### config.mk
export PLATFORM = sky130hd
export DESIGN_NAME = csa_resolve_serial
export DESIGN_NICKNAME = d
export VERILOG_FILES = /design/src/rtl/crypt_arith_pkg.sv /design/src/rtl/csa_resolve_chunk.sv /design/src/rtl/csa_resolve_serial.sv
export SDC_FILE = /design/constraint.sdc
export NUM_CORES = 1
export LEC_CHECK = 0
export CAP_MARGIN = 0
export CORE_MARGIN = 5
export CORE_UTILIZATION = 30
export DETAILED_ROUTE_END_ITERATION = 7
export SYNTH_ARGS = -nofsm -noshare
export SYNTH_HDL_FRONTEND = slang
export SYNTH_HIERARCHICAL = 1
export SYNTH_SLANG_ARGS = --single-unit
### constraint.sdc
create_clock -name clk -period 7.7 [get_ports clk]
set_input_delay 1.155 -clock clk [delete_from_list [all_inputs] [get_ports clk]]
set_output_delay 1.155 -clock clk [all_outputs]
set_load 0.03 [all_outputs]
### src/rtl/crypt_arith_pkg.sv
// Shared arithmetic package: FSM state encoding and width-derivation helpers for the
// digit-serial resolver.
package crypt_arith_pkg;

    typedef enum logic [1:0] {
        IDLE = 2'd0,
        RUN  = 2'd1,
        DONE = 2'd2
    } resolve_state_e;

    function automatic int ceil_div(int a, int b);
        return (a + b - 1) / b;
    endfunction

    // Counter width; at least one bit so a single-chunk build still has a legal vector.
    function automatic int cnt_width(int n);
        return (n > 1) ? $clog2(n) : 1;
    endfunction

endpackage

### src/rtl/csa_resolve_chunk.sv
// Combinational CHUNK-bit adder with carry in/out; a plain '+' so synthesis maps it
// onto the dedicated carry chain.
module csa_resolve_chunk #(
    parameter int unsigned CHUNK = 32
) (
    input  logic [CHUNK-1:0] a,
    input  logic [CHUNK-1:0] b,
    input  logic             ci,
    output logic [CHUNK-1:0] sum,
    output logic             co
);

    localparam int unsigned SW = CHUNK + 1;

    assign {co, sum} = SW'(a) + SW'(b) + SW'(ci);

endmodule

### src/rtl/csa_resolve_serial.sv
// Digit-serial carry-propagate resolver: turns a redundant (sum, carry) pair into a W+1-bit
// binary result, CHUNK bits per cycle. Optional zero-detect early exit: CSA_RESOLVE_EARLYEXIT_EN.
module csa_resolve_serial
    import crypt_arith_pkg::*;
#(
    parameter int unsigned W     = 224,
    parameter int unsigned CHUNK = 32
) (
    input  logic         clk,
    input  logic         rst_n,
    input  logic         in_valid,
    output logic         in_ready,
    input  logic [W-1:0] in_s,
    input  logic [W-1:0] in_c,
    output logic         out_valid,
    input  logic         out_ready,
    output logic [W:0]   out_res,
    output logic         busy
);

    localparam int unsigned NCHUNK = ceil_div(W, CHUNK);
    localparam int unsigned CW     = cnt_width(NCHUNK);

    if ((W % CHUNK) != 0) begin : g_width_check
        $error("csa_resolve_serial: W must be a multiple of CHUNK");
    end

    resolve_state_e state, state_d;

    logic [W-1:0]    s_q, c_q, s_d, c_d;
    logic [W:0]      res_q, res_d;
    logic            carry_q, carry_d;
    logic [CW-1:0]   cnt_q, cnt_d;
    logic            out_valid_d, in_ready_d, busy_d;

    logic [CHUNK-1:0] sum_c;
    logic             co_c;
    logic [W-1:0]     s_shift_c, c_shift_c;
    logic             last_chunk_c, run_last_c;

    csa_resolve_chunk #(.CHUNK(CHUNK)) u_chunk (
        .a   (s_q[CHUNK-1:0]),
        .b   (c_q[CHUNK-1:0]),
        .ci  (carry_q),
        .sum (sum_c),
        .co  (co_c)
    );

    assign s_shift_c    = s_q >> CHUNK;
    assign c_shift_c    = c_q >> CHUNK;
    assign last_chunk_c = (cnt_q == CW'(NCHUNK - 1));

`ifdef CSA_RESOLVE_EARLYEXIT_EN
    // Nothing left to add and no carry pending: remaining chunks are already zero.
    assign run_last_c = last_chunk_c || (!co_c && (s_shift_c == '0) && (c_shift_c == '0));
`else
    assign run_last_c = last_chunk_c;
`endif

    // State register
    always_ff @(posedge clk or negedge rst_n) begin
        if (!rst_n) state <= IDLE;
        else        state <= state_d;
    end

    // Next-state logic
    always_comb begin
        state_d = state;
        case (state)
            IDLE:    if (in_valid)   state_d = RUN;
            RUN:     if (run_last_c) state_d = DONE;
            DONE:    if (out_ready)  state_d = IDLE;
            default: state_d = IDLE;
        endcase
    end

    // Datapath and output next values
    always_comb begin
        s_d         = s_q;
        c_d         = c_q;
        res_d       = res_q;
        carry_d     = carry_q;
        cnt_d       = cnt_q;
        out_valid_d = (state_d == DONE);
        in_ready_d  = (state_d == IDLE);
        busy_d      = (state_d != IDLE);
        case (state)
            IDLE: begin
                if (in_valid) begin
                    s_d     = in_s;
                    c_d     = in_c;
                    res_d   = '0;
                    carry_d = 1'b0;
                    cnt_d   = '0;
                end
            end
            RUN: begin
                res_d[cnt_q*CHUNK +: CHUNK] = sum_c;
                if (last_chunk_c) res_d[W] = co_c;
                s_d     = s_shift_c;
                c_d     = c_shift_c;
                carry_d = co_c;
                cnt_d   = cnt_q + CW'(1);
            end
            default: ;
        endcase
    end

    always_ff @(posedge clk or negedge rst_n) begin
        if (!rst_n) begin
            s_q       <= '0;
            c_q       <= '0;
            res_q     <= '0;
            carry_q   <= 1'b0;
            cnt_q     <= '0;
            out_valid <= 1'b0;
            in_ready  <= 1'b1;
            busy      <= 1'b0;
        end else begin
            s_q       <= s_d;
            c_q       <= c_d;
            res_q     <= res_d;
            carry_q   <= carry_d;
            cnt_q     <= cnt_d;
            out_valid <= out_valid_d;
            in_ready  <= in_ready_d;
            busy      <= busy_d;
        end
    end

    assign out_res = res_q;

endmodule

==> out/metrics.yaml, run 1 <==
clkPwrFrac_pct: 19.0
sw_frac_of_total_pct: 46.86
cts.sinks: 682
cts.root.buffer_cell: "clkbuf_16"
cp_max_fo: 6
startpoint_type: "flop"
worst_pin_slew_ns: 1.274
gp_congestion: 0.8869
grt_pass1_wl_um: 168700
rr_startpoint: "s_q[0]$_DFFE_PN0P_"
die-area_um2: 107300
max_clock_freq_mhz: 222.2
yosysMostFrequentCell: "nand2_1"
syn_area_per_cell_um2: 9.167
leakagePower_nw: 17.91
r2r-end: "out_res[62]$_DFFE_PN0P_"
dp.cells: 5067
finClkSkew_ns: 0.02447
drtIter0Drc: 2150
vias_per_cell: 4.965
setup_viol: 0
critPathLaunch: "s_q[0]$_DFFE_PN0P_"
synth-seq-cells: 682
r2r_cells: 11
powerDensity_nw_per_um2: 501.2
crit_required_ns: 8.26
synth_edf_count: 0
ios: 680
hold_viol: 0
ys_seq_area_share_pct: 56.40
h-tree-depth: 3
yosys_warnings: 6
die_h_um: 327.6
synth_ff_type: "dfrtp_1"
overflow: 0
vdd_drop_max_mv: 0.2863
ctsResizeCount: 0
power_switching_mw: 9.609
p_int_mw: 10.90
drv_cap: 0
ctsHoldBuffers: 0
p_seq_share_pct: 30.7
firstDrtPassIters: 5
finalCritPeriodShare_pct: 58.44
yosysTopAreaCell: "dfrtp_1"
finalSetupTns_ns: 0
final_antenna_net_count: 0
nets: 4343
post_synth_instance_area_um2: 30260
worst-setup-path-type: "flop to flop"
io_buffers: 679
vias: 26030
rsz0062_at_grt: "no"
end_kind: "flop"
finalNonFillerCells: 5242
drc: 0
drive_gt1_share_pct: 6.207
synthArstFlopShare_pct: 100.0
yosysTopAreaCellShare_pct: 56.31
wl_um: 115000
syn_to_final_growth_pct: 35.19
cts_buffer_depth: 3
maxSlewHeadroom_pct: 14.75
rrSetupSlack_ns: 3.20
timing.hold.ws_ns: 0.4958
grt.total_usage_pct: 20.68
die_w_um: 327.6
period_needed_ns: 4.500
synthCells: 3301
grt_max_degree: 242
cts_setup_buffers: 0
crit_arrival_ns: 5.06
num_rows: 116
cts.clk_slew.worst_paths_ns: 0.06
wire_per_inst_um: 21.94
ys_top_cells_by_count: "nand2_1, dfrtp_1, nor2_1, a31oi_1, clkbuf_1"
dpl.hpwl_um: 82020
synthTopCellsByArea: "dfrtp_1, nand2_1, a31oi_1, nor2_1, a22o_1"
syn_nets: 3793
hold_class: "flop to flop"
synthDistinctLibCells: 59
core_area_um2: 100100
first_global_vias: 25410
maxSlewViolCount: 0
insertion_delay_ns: 0.65
cp-endpoint: "out_res[62]$_DFFE_PN0P_"
status: "finished, final reports clean"
cts_made_buffers: 80
combPwrFrac_pct: 50.4
start_util_pct: 30.22
cts_tree: "built"
antenna_found_initial: 41
==> worst max-delay path: stages, from the launching register on <==
cell and delay, ns:
dfrtp_1 0.40, fa_1 0.51, fa_1 0.44, a21o_1 0.21, a221oi_1 0.59, o21a_1 0.28, a21oi_1 0.18, a21oi_1 0.37
o221ai_1 0.18, xor2_1 0.86, nand2_1 0.19, o21ai_0 0.20
==> routing by layer <==
metal / GRT usage, % / up-vias / routed length (um)
li1: - / 12560 / -
met1: 26.60 / 12480 / 48610
met4: 7.968 / 28 / 4278
met2: 32.88 / 764 / 53200
met5: 0 / - / 179
met3: 6.306 / 194 / 8743
==> sequential cells by signal, indices dropped and copies added (netlist names) <==
register and flops:
busy 1, carry_q 1, out_res 225, in_ready 1, out_valid 1, cnt_q 3
s_q 224, state 2, c_q 224
==> per-stage QoR <==
step	worst slack, ns	total power, mW	util [%]	instance area (um2)
5_1_grt	2.965	21.86	40.82	40880
2_1_floorplan	4.478	12.23	-	30260
6_report	3.200	20.51	40.85	40910
3_5_place_dp	3.252	16.77	38.07	38130
3_3_place_gp	3.258	16.65	38.07	38130
4_1_cts	3.227	20.73	40.78	40840
==> layout make-up <==
class                      instances  area (um2)
fill                            9990       59230
sequential                       682       17070
multi-input combinational       2340       12110
timing repair buffer             734        7277
clock buffer                     120        2435
tap                             1298        1624
clock inverter                    26       276.5
antenna                           29       72.57
inverter                          13       48.80
==> worst min-delay path by stage <==
stage	start	to	slack [ns]	depth (start not counted)
after floorplan	s_q[192]$_DFFE_PN0P_	s_q[192]$_DFFE_PN0P_	0.47	1
after global placement	out_res[149]$_DFFE_PN0P_	out_res[149]$_DFFE_PN0P_	0.48	2
after detailed placement	c_q[203]$_DFFE_PN0P_	c_q[203]$_DFFE_PN0P_	0.48	1
after CTS	s_q[196]$_DFFE_PN0P_	s_q[196]$_DFFE_PN0P_	0.50	1
after global routing	c_q[196]$_DFFE_PN0P_	c_q[196]$_DFFE_PN0P_	0.51	1
final	out_res[187]$_DFFE_PN0P_	out_res[187]$_DFFE_PN0P_	0.50	2
==> layout by cell type (no fill, tap or decap), types with 8 or more instances in the layout <==
master           synthesis  routed
a21o_1                  17      17
a21oi_1                 43      43
a22o_1                 165     165
a22oi_1                  8       8
a31oi_1                383     383
buf_4                    1      50
clkbuf_1               193      14
clkbuf_16                0      82
clkbuf_8                 0      24
clkdlybuf4s50_1          0     678
clkinv_2                 0      12
dfrtp_1                681     681
diode_2                  0      29
ha_1                    38      38
inv_1                   11      11
nand2_1                914     914
nand3_1                130     130
nand4_1                 11      11
nor2_1                 396     395
nor2b_1                 12      10
o21ai_0                 79      79
o21ai_2                 32      32
xnor2_1                 16      16
xor2_1                  15      15
==> cell families (layout without fill, tap and decap cells) <==
logic type | Yosys count | in the layout | synth area share, %
compound gates | 768 | 768 | 17.32
xor+xnor | 31 | 31 | 0.8972
fa+ha+maj | 40 | 40 | 1.703
buf+inv | 279 | 893 | 3.907
flops | 682 | 682 | 56.40
mux | 1 | 1 | 0.03308
other cells | 0 | 29 | 0
simple gates | 1500 | 1500 | 19.74
==> power by group through the flow <==
| stage | combinational [mW] | clock [mW] | sequential, mW |
|---|---|---|---|
| 3_5_place_dp | 10.4 | 0 | 6.36 |
| 4_1_cts | 10.4 | 4.00 | 6.31 |
| 6_report | 10.3 | 3.89 | 6.29 |
| 2_1_floorplan | 5.51 | 0 | 6.72 |
| 3_3_place_gp | 10.3 | 0 | 6.33 |
| 5_1_grt | 11.3 | 4.12 | 6.47 |
Note: power is estimated with default switching activity, not from simulation.
==> run 2: changes to the inputs <==
- clock period: 7.7 -> 4 ns (I/O delays scaled with it)
==> out/metrics.yaml, run 2 (synthesis gave the netlist of run 1 again) <==
status: "finished with violations"
violations: "hold timing"
crit_arrival_ns: 4.28  # -0.78 ns
grt_max_degree: 161  # -33%
io_buffers: 679  # unchanged
drc: 0  # unchanged
p_int_mw: 21.14  # +94%
maxSlewHeadroom_pct: 23.83  # +9.1 points
cts_setup_buffers: 0  # unchanged
wire_per_inst_um: 22.54  # +2.7%
rsz0062_at_grt: "no"
ctsResizeCount: 0  # unchanged
drive_gt1_share_pct: 6.810  # +0.60 points
drtIter0Drc: 1997  # -7.1%
finalSetupTns_ns: 0  # unchanged
sw_frac_of_total_pct: 46.61  # -0.25 points
wl_um: 118700  # +3.2%
grt.total_usage_pct: 21.36  # +0.68 points
cts_buffer_depth: 3  # unchanged
overflow: 0  # unchanged
crit_required_ns: 4.56  # -3.70 ns
combPwrFrac_pct: 51.6  # +1.2 points
core_area_um2: 100100  # unchanged
cts_tree: "built"
die_w_um: 327.6  # unchanged
fillers: 9994  # +0.040%
cts.root.buffer_cell: "clkbuf_16"
final_cell_mix: "nand2_1, dfrtp_1, clkdlybuf4s50_1"
h-tree-depth: 3  # unchanged
maxSlewViolCount: 0  # unchanged
end_kind: "flop"
layout_commonest_cell: "nand2_1"
hold_viol: 3  # +3
startpoint_type: "flop"
gp_congestion: 0.8947  # +0.88%
power_switching_mw: 18.45  # +92%
vias_per_cell: 4.997  # +0.63%
grt_pass1_wl_um: 172900  # +2.5%
setup_viol: 0  # unchanged
cp_slowest_cell: "fa_1"
syn_to_final_growth_pct: 36.30
cp_top_family: "compound AO/OA/AOI/OAI gates"
cts.clk_slew.worst_paths_ns: 0.06  # about the same
first_global_vias: 25790  # +1.5%
vias: 26310  # +1.1%
cp_cell_sequence: "fa_1, fa_1, a21o_1, a221oi_1, buf_4, o21a_1, a21oi_1, a21oi_1, o221ai_1, xor2_1, nand2_1, o21ai_0"
die-area_um2: 107300  # unchanged
power.total_mw: 39.59  # +93%
die_h_um: 327.6  # unchanged
start_util_pct: 30.22  # unchanged
cp_max_fo: 6  # unchanged
insertion_delay_ns: 0.65  # about the same
timing.hold.ws_ns: -0.002533  # -0.4983 ns
critPathBufInv: 1  # +1
p_seq_share_pct: 30.4  # -0.3 points
clkPwrFrac_pct: 18.0  # -1.0 points
placed_cell_area_um2: 38670  # +1.4%
firstDrtPassIters: 7  # +2
cts.sinks: 682  # unchanged
finalNonFillerCells: 5266  # +0.46%
drv_cap: 0  # unchanged
finalCritPeriodShare_pct: 93.13  # +35 points
nets: 4382  # +0.90%
powerDensity_nw_per_um2: 959.8  # +91%
ios: 680  # unchanged
antenna_found_initial: 42  # +2.4%
max_clock_freq_mhz: 268.4  # +21%
num_rows: 116  # unchanged
dp.cells: 5107  # +0.79%
worst-setup-path-type: "flop to flop"
finClkSkew_ns: 0.02401  # -0.0004567 ns
leakagePower_nw: 18.09  # +1.1%
worst_pin_slew_ns: 1.134  # -0.1396 ns
ctsHoldBuffers: 0  # unchanged
hold_class: "input pin to asynchronous set/reset pin"
period_needed_ns: 3.725  # -0.7751 ns
critPathMaxStageDelay_ns: 0.49  # -0.37 ns
vdd_drop_max_mv: 0.6354  # +120%
final_antenna_net_count: 0  # unchanged
largest_reg_flops: 225  # unchanged
cts_made_buffers: 79  # -1.3%
design_area_um2: 41250  # +0.82%
dpl.hpwl_um: 87630  # +6.8%
seqCellArea_um2: 17070  # unchanged
multi_input_area_um2: 12110  # unchanged
run 2: stage by stage:
stage	hold WS [ns]	utilization, %	setup WS [ns]
finish	-0.002533	41.19	0.2749
global route	0.03915	41.17	0.04365
CTS	0.008164	41.14	0.3204
detailed placement	0.4810	38.61	0.3435
global placement	0.4787	38.61	0.4108
floorplan	0.3044	-	0.7782
run 2: final cells by class:
cell class | count | area share [%]
diodes | 18 | 0.1092
clock buffers | 122 | 5.697
clock inverters | 19 | 0.4520
inverters | 13 | 0.1183
multi-input cells | 2340 | 29.36
flip-flops and latches | 682 | 41.38
well taps | 1298 | 3.937
repair buffers | 774 | 18.95
run 2: layer usage:
metal | vias to the layer above | track usage [%] | wire length [um]
li1 | 12630 | - | -
met1 | 12620 | 26.54 | 48230
met2 | 840 | 34.83 | 55950
met3 | 191 | 7.012 | 9942
met4 | 32 | 7.949 | 4380
met5 | - | 0 | 195
run 2: path summary, 6_finish.rpt:
| kind | start | cells past startpoint | to | slack, ns |
|---|---|---|---|---|
| worst max-delay path | s_q[0]$_DFFE_PN0P_ | 12 | out_res[190]$_DFFE_PN0P_ | 0.27 |
| worst min-delay path | rst_n | 1 | out_res[2]$_DFFE_PN0P_ | -0.003 |
| worst max register to register | s_q[0]$_DFFE_PN0P_ | 12 | out_res[190]$_DFFE_PN0P_ | 0.27 |
| worst min register to register | s_q[213]$_DFFE_PN0P_ | 1 | s_q[213]$_DFFE_PN0P_ | 0.50 |
| max in group asynchronous | rst_n | 2 | s_q[192]$_DFFE_PN0P_ | 2.89 |
| min in group clk | s_q[213]$_DFFE_PN0P_ | 1 | s_q[213]$_DFFE_PN0P_ | 0.50 |
run 2: power by group through the flow:
stage	registers [mW]	clock network, mW	logic [mW]
final	12.0	7.13	20.4
after global routing	12.4	7.60	22.2
after CTS	12.0	7.33	20.6
after detailed placement	12.1	0	20.6
after global placement	12.1	0	20.3
after floorplan	12.9	0	10.6
